<file path="src/rtl/mips_pkg.sv">
// Shared encodings for the multicycle MIPS control path: FSM states, opcodes,
// ALU-op codes, the control word, and the ALU decoder that consumes alu_op.
package mips_pkg;

  typedef enum logic [3:0] {
    FETCH   = 4'd0,
    DECODE  = 4'd1,
    MEMADR  = 4'd2,
    MEMRD   = 4'd3,
    MEMWB   = 4'd4,
    MEMWR   = 4'd5,
    RTYPEEX = 4'd6,
    RTYPEWB = 4'd7,
    BEQEX   = 4'd8,
    ADDIEX  = 4'd9,
    ADDIWB  = 4'd10,
    JEX     = 4'd11
  } state_t;

  localparam logic [5:0] OP_LW    = 6'b100011;
  localparam logic [5:0] OP_SW    = 6'b101011;
  localparam logic [5:0] OP_RTYPE = 6'b000000;
  localparam logic [5:0] OP_BEQ   = 6'b000100;
  localparam logic [5:0] OP_ADDI  = 6'b001000;
  localparam logic [5:0] OP_J     = 6'b000010;

  localparam logic [1:0] ALUOP_ADD   = 2'b00;
  localparam logic [1:0] ALUOP_SUB   = 2'b01;
  localparam logic [1:0] ALUOP_FUNCT = 2'b10;

  localparam logic [1:0] SRCB_REG    = 2'b00;
  localparam logic [1:0] SRCB_FOUR   = 2'b01;
  localparam logic [1:0] SRCB_IMM    = 2'b10;
  localparam logic [1:0] SRCB_BRANCH = 2'b11;

  localparam logic [1:0] PCSRC_ALU    = 2'b00;
  localparam logic [1:0] PCSRC_ALUOUT = 2'b01;
  localparam logic [1:0] PCSRC_JUMP   = 2'b10;

  localparam logic [2:0] ALUCTL_AND = 3'b000;
  localparam logic [2:0] ALUCTL_OR  = 3'b001;
  localparam logic [2:0] ALUCTL_ADD = 3'b010;
  localparam logic [2:0] ALUCTL_SUB = 3'b110;
  localparam logic [2:0] ALUCTL_SLT = 3'b111;

  typedef struct packed {
    logic       ir_write;
    logic       pc_en;
    logic       mem_write;
    logic       reg_write;
    logic       iord;
    logic       mem_to_reg;
    logic       reg_dst;
    logic       alu_src_a;
    logic [1:0] alu_src_b;
    logic [1:0] pc_src;
    logic [1:0] alu_op;
  } ctrl_t;

  // ALU decoder: add/sub forced by alu_op, otherwise chosen by the funct field.
  function automatic logic [2:0] alu_ctl(input logic [1:0] alu_op, input logic [5:0] funct);
    logic [2:0] ctl;
    ctl = ALUCTL_ADD;
    case (alu_op)
      ALUOP_ADD: ctl = ALUCTL_ADD;
      ALUOP_SUB: ctl = ALUCTL_SUB;
      default: begin
        case (funct)
          6'b100000: ctl = ALUCTL_ADD;
          6'b100010: ctl = ALUCTL_SUB;
          6'b100100: ctl = ALUCTL_AND;
          6'b100101: ctl = ALUCTL_OR;
          6'b101010: ctl = ALUCTL_SLT;
          default:   ctl = ALUCTL_ADD;
        endcase
      end
    endcase
    return ctl;
  endfunction

endpackage

</file>
<file path="src/rtl/mc_out_dec.sv">
// Combinational control-word decode from the current state; only FETCH and
// BEQEX look at the mem_ready / zero inputs.
module mc_out_dec
  import mips_pkg::*;
(
  input  state_t state,
  input  logic   mem_ready,
  input  logic   zero,
  output ctrl_t  ctrl
);

  always_comb begin
    ctrl = '0;
    case (state)
      FETCH: begin
        ctrl.ir_write  = mem_ready;
        ctrl.pc_en     = mem_ready;
        ctrl.alu_src_b = SRCB_FOUR;
        ctrl.alu_op    = ALUOP_ADD;
        ctrl.pc_src    = PCSRC_ALU;
      end
      DECODE: begin
        ctrl.alu_src_b = SRCB_BRANCH;
        ctrl.alu_op    = ALUOP_ADD;
      end
      MEMADR: begin
        ctrl.alu_src_a = 1'b1;
        ctrl.alu_src_b = SRCB_IMM;
        ctrl.alu_op    = ALUOP_ADD;
      end
      MEMRD: ctrl.iord = 1'b1;
      MEMWB: begin
        ctrl.mem_to_reg = 1'b1;
        ctrl.reg_write  = 1'b1;
      end
      MEMWR: begin
        ctrl.iord      = 1'b1;
        ctrl.mem_write = 1'b1;
      end
      RTYPEEX: begin
        ctrl.alu_src_a = 1'b1;
        ctrl.alu_src_b = SRCB_REG;
        ctrl.alu_op    = ALUOP_FUNCT;
      end
      RTYPEWB: begin
        ctrl.reg_dst   = 1'b1;
        ctrl.reg_write = 1'b1;
      end
      BEQEX: begin
        ctrl.alu_src_a = 1'b1;
        ctrl.alu_src_b = SRCB_REG;
        ctrl.alu_op    = ALUOP_SUB;
        ctrl.pc_src    = PCSRC_ALUOUT;
        ctrl.pc_en     = zero;
      end
      ADDIEX: begin
        ctrl.alu_src_a = 1'b1;
        ctrl.alu_src_b = SRCB_IMM;
        ctrl.alu_op    = ALUOP_ADD;
      end
      ADDIWB: ctrl.reg_write = 1'b1;
      JEX: begin
        ctrl.pc_src = PCSRC_JUMP;
        ctrl.pc_en  = 1'b1;
      end
      default: ctrl = '0;
    endcase
  end

endmodule

</file>
<file path="src/rtl/mc_control_fsm.sv">
// Multicycle MIPS control FSM: state register, next-state decode and the
// reset gating of the write enables.
//   state   | meaning
//   FETCH   | read instruction, PC+4; waits on mem_ready
//   DECODE  | register read, branch target; dispatch on opcode
//   MEMADR  | lw/sw address compute
//   MEMRD   | load data read; waits on mem_ready
//   MEMWB   | load write-back
//   MEMWR   | store write; waits on mem_ready
//   RTYPEEX | R-type execute
//   RTYPEWB | R-type write-back
//   BEQEX   | compare, branch if zero
//   ADDIEX  | addi execute
//   ADDIWB  | addi write-back
//   JEX     | jump
module mc_control_fsm
  import mips_pkg::*;
(
  input  logic       clk,
  input  logic       rst,
  input  logic [5:0] opcode,
  input  logic       zero,
  input  logic       mem_ready,
  output logic       ir_write,
  output logic       pc_en,
  output logic       mem_write,
  output logic       reg_write,
  output logic       iord,
  output logic       mem_to_reg,
  output logic       reg_dst,
  output logic       alu_src_a,
  output logic [1:0] alu_src_b,
  output logic [1:0] pc_src,
  output logic [1:0] alu_op,
  output logic       illegal_op
);

  state_t state;
  state_t state_next;
  logic   illegal_dec;
  ctrl_t  ctrl;

  always_ff @(posedge clk or posedge rst) begin
    if (rst) state <= FETCH;
    else     state <= state_next;
  end

  always_comb begin
    state_next  = FETCH;
    illegal_dec = 1'b0;
    case (state)
      FETCH:  state_next = mem_ready ? DECODE : FETCH;
      DECODE: begin
        case (opcode)
          OP_LW, OP_SW: state_next = MEMADR;
          OP_RTYPE:     state_next = RTYPEEX;
          OP_BEQ:       state_next = BEQEX;
          OP_ADDI:      state_next = ADDIEX;
          OP_J:         state_next = JEX;
          default: begin
            illegal_dec = 1'b1;
            state_next  = FETCH;
          end
        endcase
      end
      MEMADR:  state_next = (opcode == OP_SW) ? MEMWR : MEMRD;
      MEMRD:   state_next = mem_ready ? MEMWB : MEMRD;
      MEMWB:   state_next = FETCH;
      MEMWR:   state_next = mem_ready ? FETCH : MEMWR;
      RTYPEEX: state_next = RTYPEWB;
      RTYPEWB: state_next = FETCH;
      BEQEX:   state_next = FETCH;
      ADDIEX:  state_next = ADDIWB;
      ADDIWB:  state_next = FETCH;
      JEX:     state_next = FETCH;
      default: state_next = FETCH;
    endcase
  end

  mc_out_dec u_out_dec (
    .state     (state),
    .mem_ready (mem_ready),
    .zero      (zero),
    .ctrl      (ctrl)
  );

  // rst gates the enables directly so FETCH's mem_ready-driven writes stay low
  // for the whole time reset is held, not just after the next clock.
  assign ir_write   = ctrl.ir_write  & ~rst;
  assign pc_en      = ctrl.pc_en     & ~rst;
  assign mem_write  = ctrl.mem_write & ~rst;
  assign reg_write  = ctrl.reg_write & ~rst;
  assign illegal_op = illegal_dec    & ~rst;

  assign iord       = ctrl.iord;
  assign mem_to_reg = ctrl.mem_to_reg;
  assign reg_dst    = ctrl.reg_dst;
  assign alu_src_a  = ctrl.alu_src_a;
  assign alu_src_b  = ctrl.alu_src_b;
  assign pc_src     = ctrl.pc_src;
  assign alu_op     = ctrl.alu_op;

endmodule
</file>
<file path="config.mk">
export PLATFORM = sky130hd
export DESIGN_NAME = mc_control_fsm
export DESIGN_NICKNAME = d
export VERILOG_FILES = /design/src/rtl/mips_pkg.sv /design/src/rtl/mc_out_dec.sv /design/src/rtl/mc_control_fsm.sv
export SDC_FILE = /design/constraint.sdc
export NUM_CORES = 1
export LEC_CHECK = 0
export CAP_MARGIN = 10
export CORE_UTILIZATION = 36
export DETAILED_ROUTE_END_ITERATION = 12
export GPL_ROUTABILITY_DRIVEN = 0
export PLACE_DENSITY_LB_ADDON = 0.1
export SLEW_MARGIN = 10
export SYNTH_ARGS = -nofsm -noshare
export SYNTH_HDL_FRONTEND = slang
export SYNTH_HIERARCHICAL = 1
export SYNTH_SLANG_ARGS = --single-unit
</file>
<file path="constraint.sdc">
create_clock -name clk -period 1.8 [get_ports clk]
set_clock_uncertainty 0.1 [all_clocks]
set_input_delay 0.54 -clock clk [delete_from_list [all_inputs] [get_ports clk]]
set_output_delay 0.54 -clock clk [all_outputs]
set_load 0.02 [all_outputs]
</file>
==> results of run 1 <==
## synthesized netlist by cell type, drive strengths merged, types with 2 or more instances
cell | instances | share of area
o21ai | 3 | 0.028
a31oi | 2 | 0.023
nand2 | 3 | 0.021
a21oi | 4 | 0.037
o41ai | 2 | 0.033
nor2 | 8 | 0.056
buf | 2 | 0.019
nor3 | 7 | 0.065
or3b | 2 | 0.037
nand2b | 5 | 0.058
nand3 | 2 | 0.028
dfrtp | 4 | 0.19
o22ai | 3 | 0.035
nor2b | 5 | 0.058
or2b | 5 | 0.075
xnor2 | 2 | 0.033
or4b | 2 | 0.044
## stage by stage
stage | TNS, ns | cell area, um^2
2_1_floorplan | -0.491 | 598
3_3_place_gp | -10.98 | 1030
3_5_place_dp | -11.65 | 1030
## kinds of logic after synthesis
group | count (synthesis) | synth area share
buffers and inverters | 3 | 0.0256
AOI/OAI and AO/OA | 17 | 0.226
DFF | 4 | 0.186
and+or+nand+nor | 44 | 0.513
xor gates and xnor gates | 3 | 0.0490
==> run summary, run 1 <==
Status: aborted with a tool error
Failing step: 4_1_cts
Err: [ERROR DPL-0033] detailed placement checks failed during check placement.
CTS root buf: clkbuf_4
I/O pin cnt: 25
Mapped Area: 537 um^2
Yosys cell types: 31
Top FF cell, synth: dfrtp_1
Post-DP HPWL: 1510 um
Syn Area/Cell: 7.56 um^2
Chip Height: 40.6 um
Mapped Cells: 71
H-tree depth: 1
Hold-fix buffers, CTS: 0
Post-synthesis register bit count: 4
Initial core utilization: 0.398
Register area share after synthesis: 0.186
Setup repair bufs after CTS: 18
Post-cts sizing count: 140
Row count: 13
Number of buffers created by CTS: 3
Port buffer count: 24
CTS sink count: 4
Number of synthesized flops with an enable pin: 0
Synthesized Nets: 81
Cell total after placement: 133
Place WS: -1.28 ns
Post-synthesis async set-or-reset flop share: 1.00
Warnings from Yosys: 6
Worst-case clock buffer depth: 2
Die X: 40.6 um
==> run 2: changes to the inputs <==
--- a/config.mk
+++ b/config.mk
@@ -6,10 +6,11 @@
 export NUM_CORES = 1
 export LEC_CHECK = 0
 export CAP_MARGIN = 10
-export CORE_UTILIZATION = 36
+export CORE_AREA = 2 2 63 65
 export DETAILED_ROUTE_END_ITERATION = 12
+export DIE_AREA = 0 0 65 67
 export GPL_ROUTABILITY_DRIVEN = 0
-export PLACE_DENSITY_LB_ADDON = 0.1
+export PLACE_DENSITY_LB_ADDON = 0.15
 export SLEW_MARGIN = 10
 export SYNTH_ARGS = -nofsm -noshare
 export SYNTH_HDL_FRONTEND = slang
==> constraint.sdc (replaced) <==
create_clock -name clk -period 2.3 [get_ports clk]
set_clock_uncertainty 0.1 [all_clocks]
set_input_delay 0.69 -clock clk [delete_from_list [all_inputs] [get_ports clk]]
set_output_delay 0.69 -clock clk [all_outputs]
set_load 0.02 [all_outputs]
==> run 2 against run 1 <==
The flow now finishes, with violations (setup timing). Synthesized cell count stayed put. Synthesized area stayed put.
==> run summary, run 2 <==
RSZ-0062 raised after global routing: yes
Least-Margin Pin Slew: 0.328 ns
Register area share after synthesis: 0.186 (unchanged)
Iteration-0 DRC Markers: 11
Max_cap viols: 0
Area share of and/or/nand/nor cells after synthesis: 0.513 (unchanged)
Mapped Area: 537 um^2 (unchanged)
Antenna diodes: 0
Slew HR: 0.780
Most numerous cell in the Yosys netlist: nor2_1 (unchanged)
Port buffer count: 24 (unchanged)
Final Power: 0.00106 W
CP Max Fanout: 3
Status: finished with violations (was aborted with a tool error)
Area growth syn-to-layout: 120%
Biggest register: state
Internal power: 0.000616 W
Max reg flops: 4
Final Hold Fails: 0
Hold-fix buffers, CTS: 0 (unchanged)
Vias in the first global route: 719
Flop pwr share: 0.107
Post-DP HPWL: 1510 um (about the same)
# fillers: 412
Most frequent cells in the layout: 32 x buf_4, 10 x buf_6, 7 x nor2_1
Chip Height: 67 um (was 40.6 um)
Data arrival, critical path: 1.66 ns
Number of synthesized flops with an enable pin: 0 (unchanged)
Total grt overflow: 0
Worst-Skew Late Latency: 0.21 ns
Reg area: 100 um^2
Nets: 138
Multi-input gate area: 538 um^2
Post-synthesis mux area share: 0 (unchanged)
Complex-gate fraction of the synthesized area: 0.226 (unchanged)
Post-Synth XOR/XNOR Area: 0.0490 (unchanged)
Syn Area/Cell: 7.56 um^2 (unchanged)
CP cell instances: buf_6, or2_4, buf_6, o41ai_4, a2111oi_4, buf_4
Initial core utilization: 0.149 (was 0.398)
Global-route wire length before repair: 3020 um
Largest net degree at the start of global routing: 14
Clk slew on worst S/H paths: 0.03 ns
Post-synthesis register bit count: 4 (unchanged)
Switching power: 0.000445 W
Failing checks: setup timing
CTS sink count: 4 (unchanged)
Worst-case clock buffer depth: 2 (unchanged)
Post-synthesis async set-or-reset flop share: 1.00 (unchanged)
Synth top area share: 0.186 (unchanged)
Final setup TNS: -0.281 ns
Yosys cell types: 31 (unchanged)
Most frequent cells after synthesis: 8 x nor2_1, 7 x nor3_1, 5 x nand2b_1, 5 x nor2b_1 (unchanged)
DRC: 0
Warnings from Yosys: 6 (unchanged)
Clock Power Share: 0.135
Mapped Cells: 71 (unchanged)
Row count: 22 (was 13)
Adder-cell share of the synthesized area: 0 (unchanged)
Combinational power share: 0.758
Buf/Inv on CP: 3
Final min period: 2.45 ns
Global-route usage over all layers: 0.0894
Crit start category: input port
Worst path max stage delay: 0.28 ns
Final worst slack: -0.150 ns
CTS root buf: clkbuf_8 (was clkbuf_4)
Worst Path Class, Setup: in -> out
Die X: 65 um (was 40.6 um)
Worst Hold Class: reg -> reg
Sw Share: 0.420
Biggest regs: state: 4 flops
Number of buffers created by CTS: 3 (unchanged)
Most common cell after layout, fill and taps aside: buf_4
Antenna Nets Post-Route: 0
Top FF cell, synth: dfrtp_1 (unchanged)
I/O pin cnt: 25 (unchanged)
DIE AREA: 4360 um^2
H-tree depth: 1 (unchanged)
Max Slew Vio Count: 0
CTS tree: built
First drt pass iteration count: 4
Delay-heaviest family, CP: buffers and inverters
Antenna violations before repair: 0
FMAX: 408 MHz
Via/cell ratio: 4.19
Endpoints failing setup: 2
Routed vias: 729
Final wirelength: 1900 um
Power Density: 899 nW/um^2
Routed WL per cell: 10.9 um
Peak supply drop: 0.000240 V
Slowest CP cell: o41ai_4
Largest family of logic cells by synthesized area: simple AND/OR/NAND/NOR gates (unchanged)
Leak: 0.533 nW
Setup crit end kind: primary output
CP dominant cell by count: buf_6
Design area: 1180 um^2
Synthesized Nets: 81 (unchanged)
Cell taking the most area after synthesis: dfrtp_1 (unchanged)
Fin crit share: 1.07
Synth top area cells: dfrtp_1 19%, nor3_1 6.5%, nand2b_1 5.8% (unchanged)
Cell Area, Placed: 1060 um^2 (was 1030 um^2)
Share of post-route cells with drive strength above 1: 0.635
Critical Path RT: 1.51 ns
Core Region: 3610 um^2
run 2: layout make-up:
cell class	instances	area share
well taps	48	0.0509
clock buffers	3	0.0350
flip-flops and latches	4	0.0848
multi-input cells	64	0.456
inverters	1	0.00318
repair buffers	54	0.370
run 2: logic make-up (layout without fill, tap and decap cells):
| kind of cell | count (synthesis) | after routing |
|---|---|---|
| buffers and inverters | 3 | 58 |
| XOR/XNOR | 3 | 3 |
| AND/OR/NAND/NOR | 44 | 44 |
| AO/OA/AOI/OAI | 17 | 17 |
| flip-flops | 4 | 4 |
run 2: metrics by stage:
stage	cells	setup WS, ns	utilization	hold slack [ns]
2_1_floorplan	71	0.00512	-	0.356
3_3_place_gp	168	-1.11	0.293	0.499
3_5_place_dp	168	-1.13	0.293	0.488
4_1_cts	172	-0.341	0.310	0.496
5_1_grt	174	-0.197	0.327	0.571
6_report	174	-0.150	0.327	0.519
run 2: tightest hold or removal path, stage by stage, from the launching register on:
cell,delay (ns)
dfrtp_1,0.37
buf_4,0.15
a21oi_1,0.05
run 2: routing by layer:
layer	track usage	wire length (um)	vias to the layer above
met2	0.186	1010	23
li1	-	-	373
met3	0.0186	127	0
met1	0.0848	762	333
met4	0.0319	0	0
met5	0	0	-
run 2: final timing paths:
check | from | cells past startpoint | end | slack [ns]
max | opcode[0] | 6 | illegal_op | -0.15
min | state[3] | 2 | state[0] | 0.52
max reg2reg | state[1] | 6 | state[0] | 0.63
min reg2reg | state[3] | 2 | state[0] | 0.52
max in group asynchronous | rst | 3 | state[0] | 1.37
min in group asynchronous | rst | 3 | state[3] | 0.58
run 2: timing repair:
item / 4_1_cts / 5_1_grt
pin swaps: 6 / 6
gates resized for setup: 107 / 31
setup buffers: 2 / 3
setup endpoints to repair: 16 / 11
run 2: power groups by stage:
stage / clock network [W] / registers, W / logic, W
3_5_place_dp: 0 / 0.000120 / 0.000738
4_1_cts: 0.000149 / 0.000117 / 0.000766
3_3_place_gp: 0 / 0.000116 / 0.000735
2_1_floorplan: 0 / 0.000138 / 0.000387
6_report: 0.000143 / 0.000114 / 0.000804
5_1_grt: 0.000155 / 0.000118 / 0.000872
No activity file was read; power rests on OpenSTA's default activity.
==> RTL change 1 (config.mk and constraints of run 2) <==
Encoding of `state_t`: now one-hot (12 bits for 12 states).
--- a/src/rtl/mips_pkg.sv
+++ b/src/rtl/mips_pkg.sv
@@ -2,19 +2,19 @@
 // ALU-op codes, the control word, and the ALU decoder that consumes alu_op.
 package mips_pkg;
 
-  typedef enum logic [3:0] {
-    FETCH   = 4'd0,
-    DECODE  = 4'd1,
-    MEMADR  = 4'd2,
-    MEMRD   = 4'd3,
-    MEMWB   = 4'd4,
-    MEMWR   = 4'd5,
-    RTYPEEX = 4'd6,
-    RTYPEWB = 4'd7,
-    BEQEX   = 4'd8,
-    ADDIEX  = 4'd9,
-    ADDIWB  = 4'd10,
-    JEX     = 4'd11
+  typedef enum logic [11:0] {
+    FETCH   = 12'b000000000001,
+    DECODE  = 12'b000000000010,
+    MEMADR  = 12'b000000000100,
+    MEMRD   = 12'b000000001000,
+    MEMWB   = 12'b000000010000,
+    MEMWR   = 12'b000000100000,
+    RTYPEEX = 12'b000001000000,
+    RTYPEWB = 12'b000010000000,
+    BEQEX   = 12'b000100000000,
+    ADDIEX  = 12'b001000000000,
+    ADDIWB  = 12'b010000000000,
+    JEX     = 12'b100000000000
   } state_t;
 
   localparam logic [5:0] OP_LW    = 6'b100011;
Function: same outputs for any inputs over 10 cycles, from zero or initial values and one cycle with rst high; not proved beyond that.
==> RTL change 1 against run 2 <==
The flow still finishes with violations (setup timing). Total power shrank 3.9%. Hold slack gained 0.021 ns. Worst setup slack lost 0.18 ns. Maximum frequency shrank 7.0%. Die area is the same. Synthesized area grew 94%. Final area grew 69%. Combinational power shrank 33%. Sequential cell count grew 8. Count of clock-buffer cells in the layout grew 1. Routed wire length grew 74%. Largest cell class unchanged. Largest power group unchanged. Highest routed layer is now met4.
==> RTL change 1: results (changes against run 2) <==
metric	value	unit	change
routed_wl	3300	um	was 1900 um
initialDrtViolationCount	27		was 11
crit_start	state[8]		was opcode[0]
rrSetupSlack	0.41	ns	was 0.63 ns
max_slew_margin	0.711		was 0.780
ir_drop	0.254	mV	was 0.240 mV
avgSynthCellArea	9.15	um2	was 7.56 um2
synth_commonest_cells	12 x nor2_1, 11 x dfrtp_1, 9 x nor4b_1, 8 x nand3_1, 6 x nor2b_1		was 8 x nor2_1, 7 x nor3_1, 5 x nand2b_1, 5 x nor2b_1
crit_fanout	5		was 3
p_int	655	uW	was 616 uW
p_sw_frac	0.358		was 0.420
multi_input_cells	96		was 64
synthFlopType	dfrtp_1		unchanged
vias_per_cell	5.02		was 4.19
rr_endpoint	state[5]		was state[0]
nClkBuffers	4		was 3
yosysSeqAreaShare	0.289		was 0.186
p_leak	0.891	nW	was 0.533 nW
grt_max_degree	13		was 14
path_delay_family	simple AND/OR/NAND/NOR gates		was buffers and inverters
nets	203		was 138
grt_pass1_wl	5500	um	was 3020 um
ys_types	41		was 31
multi_input_area_share	0.439		was 0.456
vias	1204		was 729
clkCellAreaFrac	0.0277		was 0.0350
preCtsSetupSlack	-0.901	ns	was -1.13 ns
setup_viol	15		was 2
grt_util_all_layers	0.168		was 0.0894
fill_cells	332		was 412
largest_register_ffs	12		was 4
ys_top_cells_by_area	dfrtp_1 26%, nor4_4 8.2%, nor4b_1 7.6%		was dfrtp_1 19%, nor3_1 6.5%, nand2b_1 5.8%
final-seq-area	304	um2	was 100 um2
slowest_delay	0.39	ns	was 0.28 ns
endpoint	pc_en		was illegal_op
status	complete, but fails checks		unchanged
cpMaxStageDelayCell	dfrtp_1		was o41ai_4
place_hpwl	2470	um	was 1510 um
arrival	1.84	ns	was 1.66 ns
drive_gt1_frac	0.583		was 0.635
inverters	5		was 1
violations	setup timing		unchanged
r2r_start	state[7]		was state[1]
place_inst	223		was 168
setup_slack	-0.334	ns	was -0.150 ns
seq-power	251	uW	was 114 uW
ys_ff_latch	12		was 4
pg_clk	230	uW	was 143 uW
synthesis.nets	124		was 81
top_regs	state x12		was state x4
buf_share	0.340		was 0.370
finalSetupTns	-2.89	ns	was -0.281 ns
signal_buffers	75		was 54
worstSkewPairLatency	0.24	ns	was 0.21 ns
RTL change 1: cell count changes in the layout (fill, tap and decap cells not counted), sizes merged, moves of 5 or more:
| cell | delta |
|---|---|
| nor4 | +5 |
| nand3 | +7 |
| nor4b | +9 |
| or2b | -5 |
| buf | +17 |
| and3 | +7 |
| dfrtp | +7 |
RTL change 1: worst register-to-register path, cell delays in order, from the launching register on:
cell and delay, ns:
dfrtp_1 0.38, or4_4 0.57, nor4_4 0.17, buf_4 0.18, nand3b_2 0.10, o41ai_2 0.29
RTL change 1: how the worst min path moves through the flow:
stage          startpoint  endpoint  slack (ns)  depth (start not counted)
2_1_floorplan    state[4]  state[7]        0.44                          1
3_3_place_gp     state[3]  state[5]        0.52                          2
6_report         state[3]  state[5]        0.54                          2
3_5_place_dp     state[4]  state[7]        0.54                          2
5_1_grt          state[3]  state[5]        0.57                          2
4_1_cts          state[3]  state[5]        0.54                          2
RTL change 1: what timing repair did:
item                                    4_1_cts  5_1_grt
pin swaps                                    13        7
gates cloned                                  2        0
setup buffers                                 8        4
gates resized for setup                     108       28
hold buffers                                  0        0
endpoints found under the setup margin       15       16
RTL change 1: metal layers:
layer	up-vias	routed length [um]	global-route usage
met5	-	0	0
met1	574	1370	0.182
li1	600	-	-
met3	5	93	0.0169
met4	0	46	0.0559
met2	25	1790	0.335
RTL change 1: kinds of logic after synthesis:
group                  Yosys count  share of synthesized area
flip-flops                      12                      0.289
buffers and inverters            6                     0.0288
XOR/XNOR                         1                    0.00839
AND/OR/NAND/NOR                 80                      0.544
AO/OA/AOI/OAI                   15                      0.130
RTL change 1: per-stage QoR:
stage,utilization,cell area (um2)
after floorplan,-,1080
after global placement,0.458,1650
after detailed placement,0.458,1650
after CTS,0.510,1840
after global routing,0.551,1990
final,0.551,1990
==> RTL change 2 (flow settings as in run 2) <==
Without the edit above. Reset style: synchronous (`rst`), changed in one clocked block.
--- a/src/rtl/mc_control_fsm.sv
+++ b/src/rtl/mc_control_fsm.sv
@@ -40,7 +40,7 @@
   logic   illegal_dec;
   ctrl_t  ctrl;
 
-  always_ff @(posedge clk or posedge rst) begin
+  always_ff @(posedge clk) begin
     if (rst) state <= FETCH;
     else     state <= state_next;
   end
Check against the original RTL: differs if rst is asserted again (counterexample within 4 cycles, from zero or initial values and one cycle with rst high); with rst held inactive, the same outputs for 10 cycles.
==> RTL change 2 against run 2 <==
The flow still finishes with violations (setup timing). Core utilization decreased by 2.9 points. Synthesized cell count increased by 9.9%. Worst setup slack got worse by 0.050 ns. Synthesized area decreased by 1.4%. Die area unchanged. Routed wire length increased by 3.7%. Sequential cell count unchanged. Sequential share of layout area decreased by 0.79 points. Final cell count increased by 1.1%. Critical path type unchanged. Final area decreased by 9.0%.
Power is not compared: it rests on default switching activity, and its combinational part moved more than twofold at a synthesized area within 25%.
==> RTL change 2: results (changes against run 2) <==
metric	value	unit	change
p_leak	0.450	nW	
yosysSeqAreaShare	0.151		was 0.186
cpMaxStageDelayCell	o41a_1		was o41ai_4
ys_top_cells_by_area	dfxtp_1 15%, nor2_1 8.5%, nand2b_1 5.9%		was dfrtp_1 19%, nor3_1 6.5%, nand2b_1 5.8%
initialDrtViolationCount	36		was 11
worstHoldStart	state[0]		was state[3]
fill_cells	408		was 412
preCtsSetupSlack	-1.05	ns	was -1.13 ns
nClkBuffers	3		unchanged
cts_resized	84		was 107
diodes	0		unchanged
grtUsageMet3	0.0253		was 0.0186
placed_area	981	um2	was 1060 um2
grt_max_degree	12		was 14
root_buffer	clkbuf_8		unchanged
r2r_start	state[1]		unchanged
setup_slack	-0.199	ns	was -0.150 ns
routed_wl	1970	um	was 1900 um
drt-met1-wl	868	um	was 762 um
place_hpwl	1580	um	was 1510 um
min_path_cells	2		unchanged
violations	setup timing		unchanged
grt_util_all_layers	0.0978		was 0.0894
signal_buffers	50		was 54
path_delay_family	compound AO/OA/AOI/OAI gates		was buffers and inverters
slowest_delay	0.33	ns	was 0.28 ns
vias_per_cell	4.33		was 4.19
hold_ws	0.521	ns	was 0.519 ns
clkCellAreaFrac	0.0385		was 0.0350
arrival	1.71	ns	was 1.66 ns
syn-instance-count	78		was 71
multi_input_cells	70		was 64
grt_pass1_wl	3350	um	was 3020 um
io_buffers	24		unchanged
wl_met3	114	um	was 127 um
synthesis.nets	88		was 81
crit_start	opcode[1]		was opcode[0]
nets	140		was 138
post-cts-setup-buffers	3		was 2
grtUsageMet1	0.120		was 0.0848
synth_commonest_cells	12 x nor2_1, 6 x nor3_1, 5 x a21oi_1, 5 x nand2b_1, 5 x nor2b_1		was 8 x nor2_1, 7 x nor3_1, 5 x nand2b_1, 5 x nor2b_1
grt_antenna_before_repair	0		unchanged
setup_viol	2		unchanged
top_layer_used	met4		was met3
finalSetupTns	-0.310	ns	was -0.281 ns
drive_gt1_frac	0.477		was 0.635
buf_share	0.374		was 0.370
worst_pin_slew	0.291	ns	was 0.328 ns
grt_use_met2	0.169		was 0.186
place_inst	168		unchanged
crit_fanout	4		was 3
first_global_vias	724		was 719
final-seq-area	82.6	um2	was 100 um2
wl_met2	963	um	was 1010 um
post_drt_wl_per_cell	11.2	um	was 10.9 um
status	complete, but fails checks		unchanged
ys_types	35		was 31
multi_input_area	484	um2	was 538 um2
async_flop_share	0		was 1.00
ir_drop	0.195	mV	
-- RTL change 2: cell types whose count changed after synthesis, moves of 2 or more --
cell / before / now
dfrtp_1: 4 / 0
dfxtp_1: 0 / 4
nor2_1: 8 / 12
o21ai_1: 0 / 3
and3_1: 0 / 2
o22ai_1: 3 / 1
o41ai_1: 2 / 0
or2b_1: 3 / 1
or2b_2: 2 / 0
-- RTL change 2: cell families (layout without fill, tap and decap cells) --
logic type / Yosys count / after routing / synth area share
AO/OA/AOI/OAI: 23 / 23 / 0.291
XOR/XNOR: 3 / 3 / 0.0497
buffers and inverters: 4 / 54 / 0.0331
flip-flops: 4 / 4 / 0.151
multiplexers: 2 / 2 / 0.0402
AND/OR/NAND/NOR: 42 / 42 / 0.435
-- RTL change 2: final timing paths --
check,end,slack [ns]
max,illegal_op,-0.20
min,state[0],0.52
max reg2reg,state[0],0.76
min reg2reg,state[0],0.52
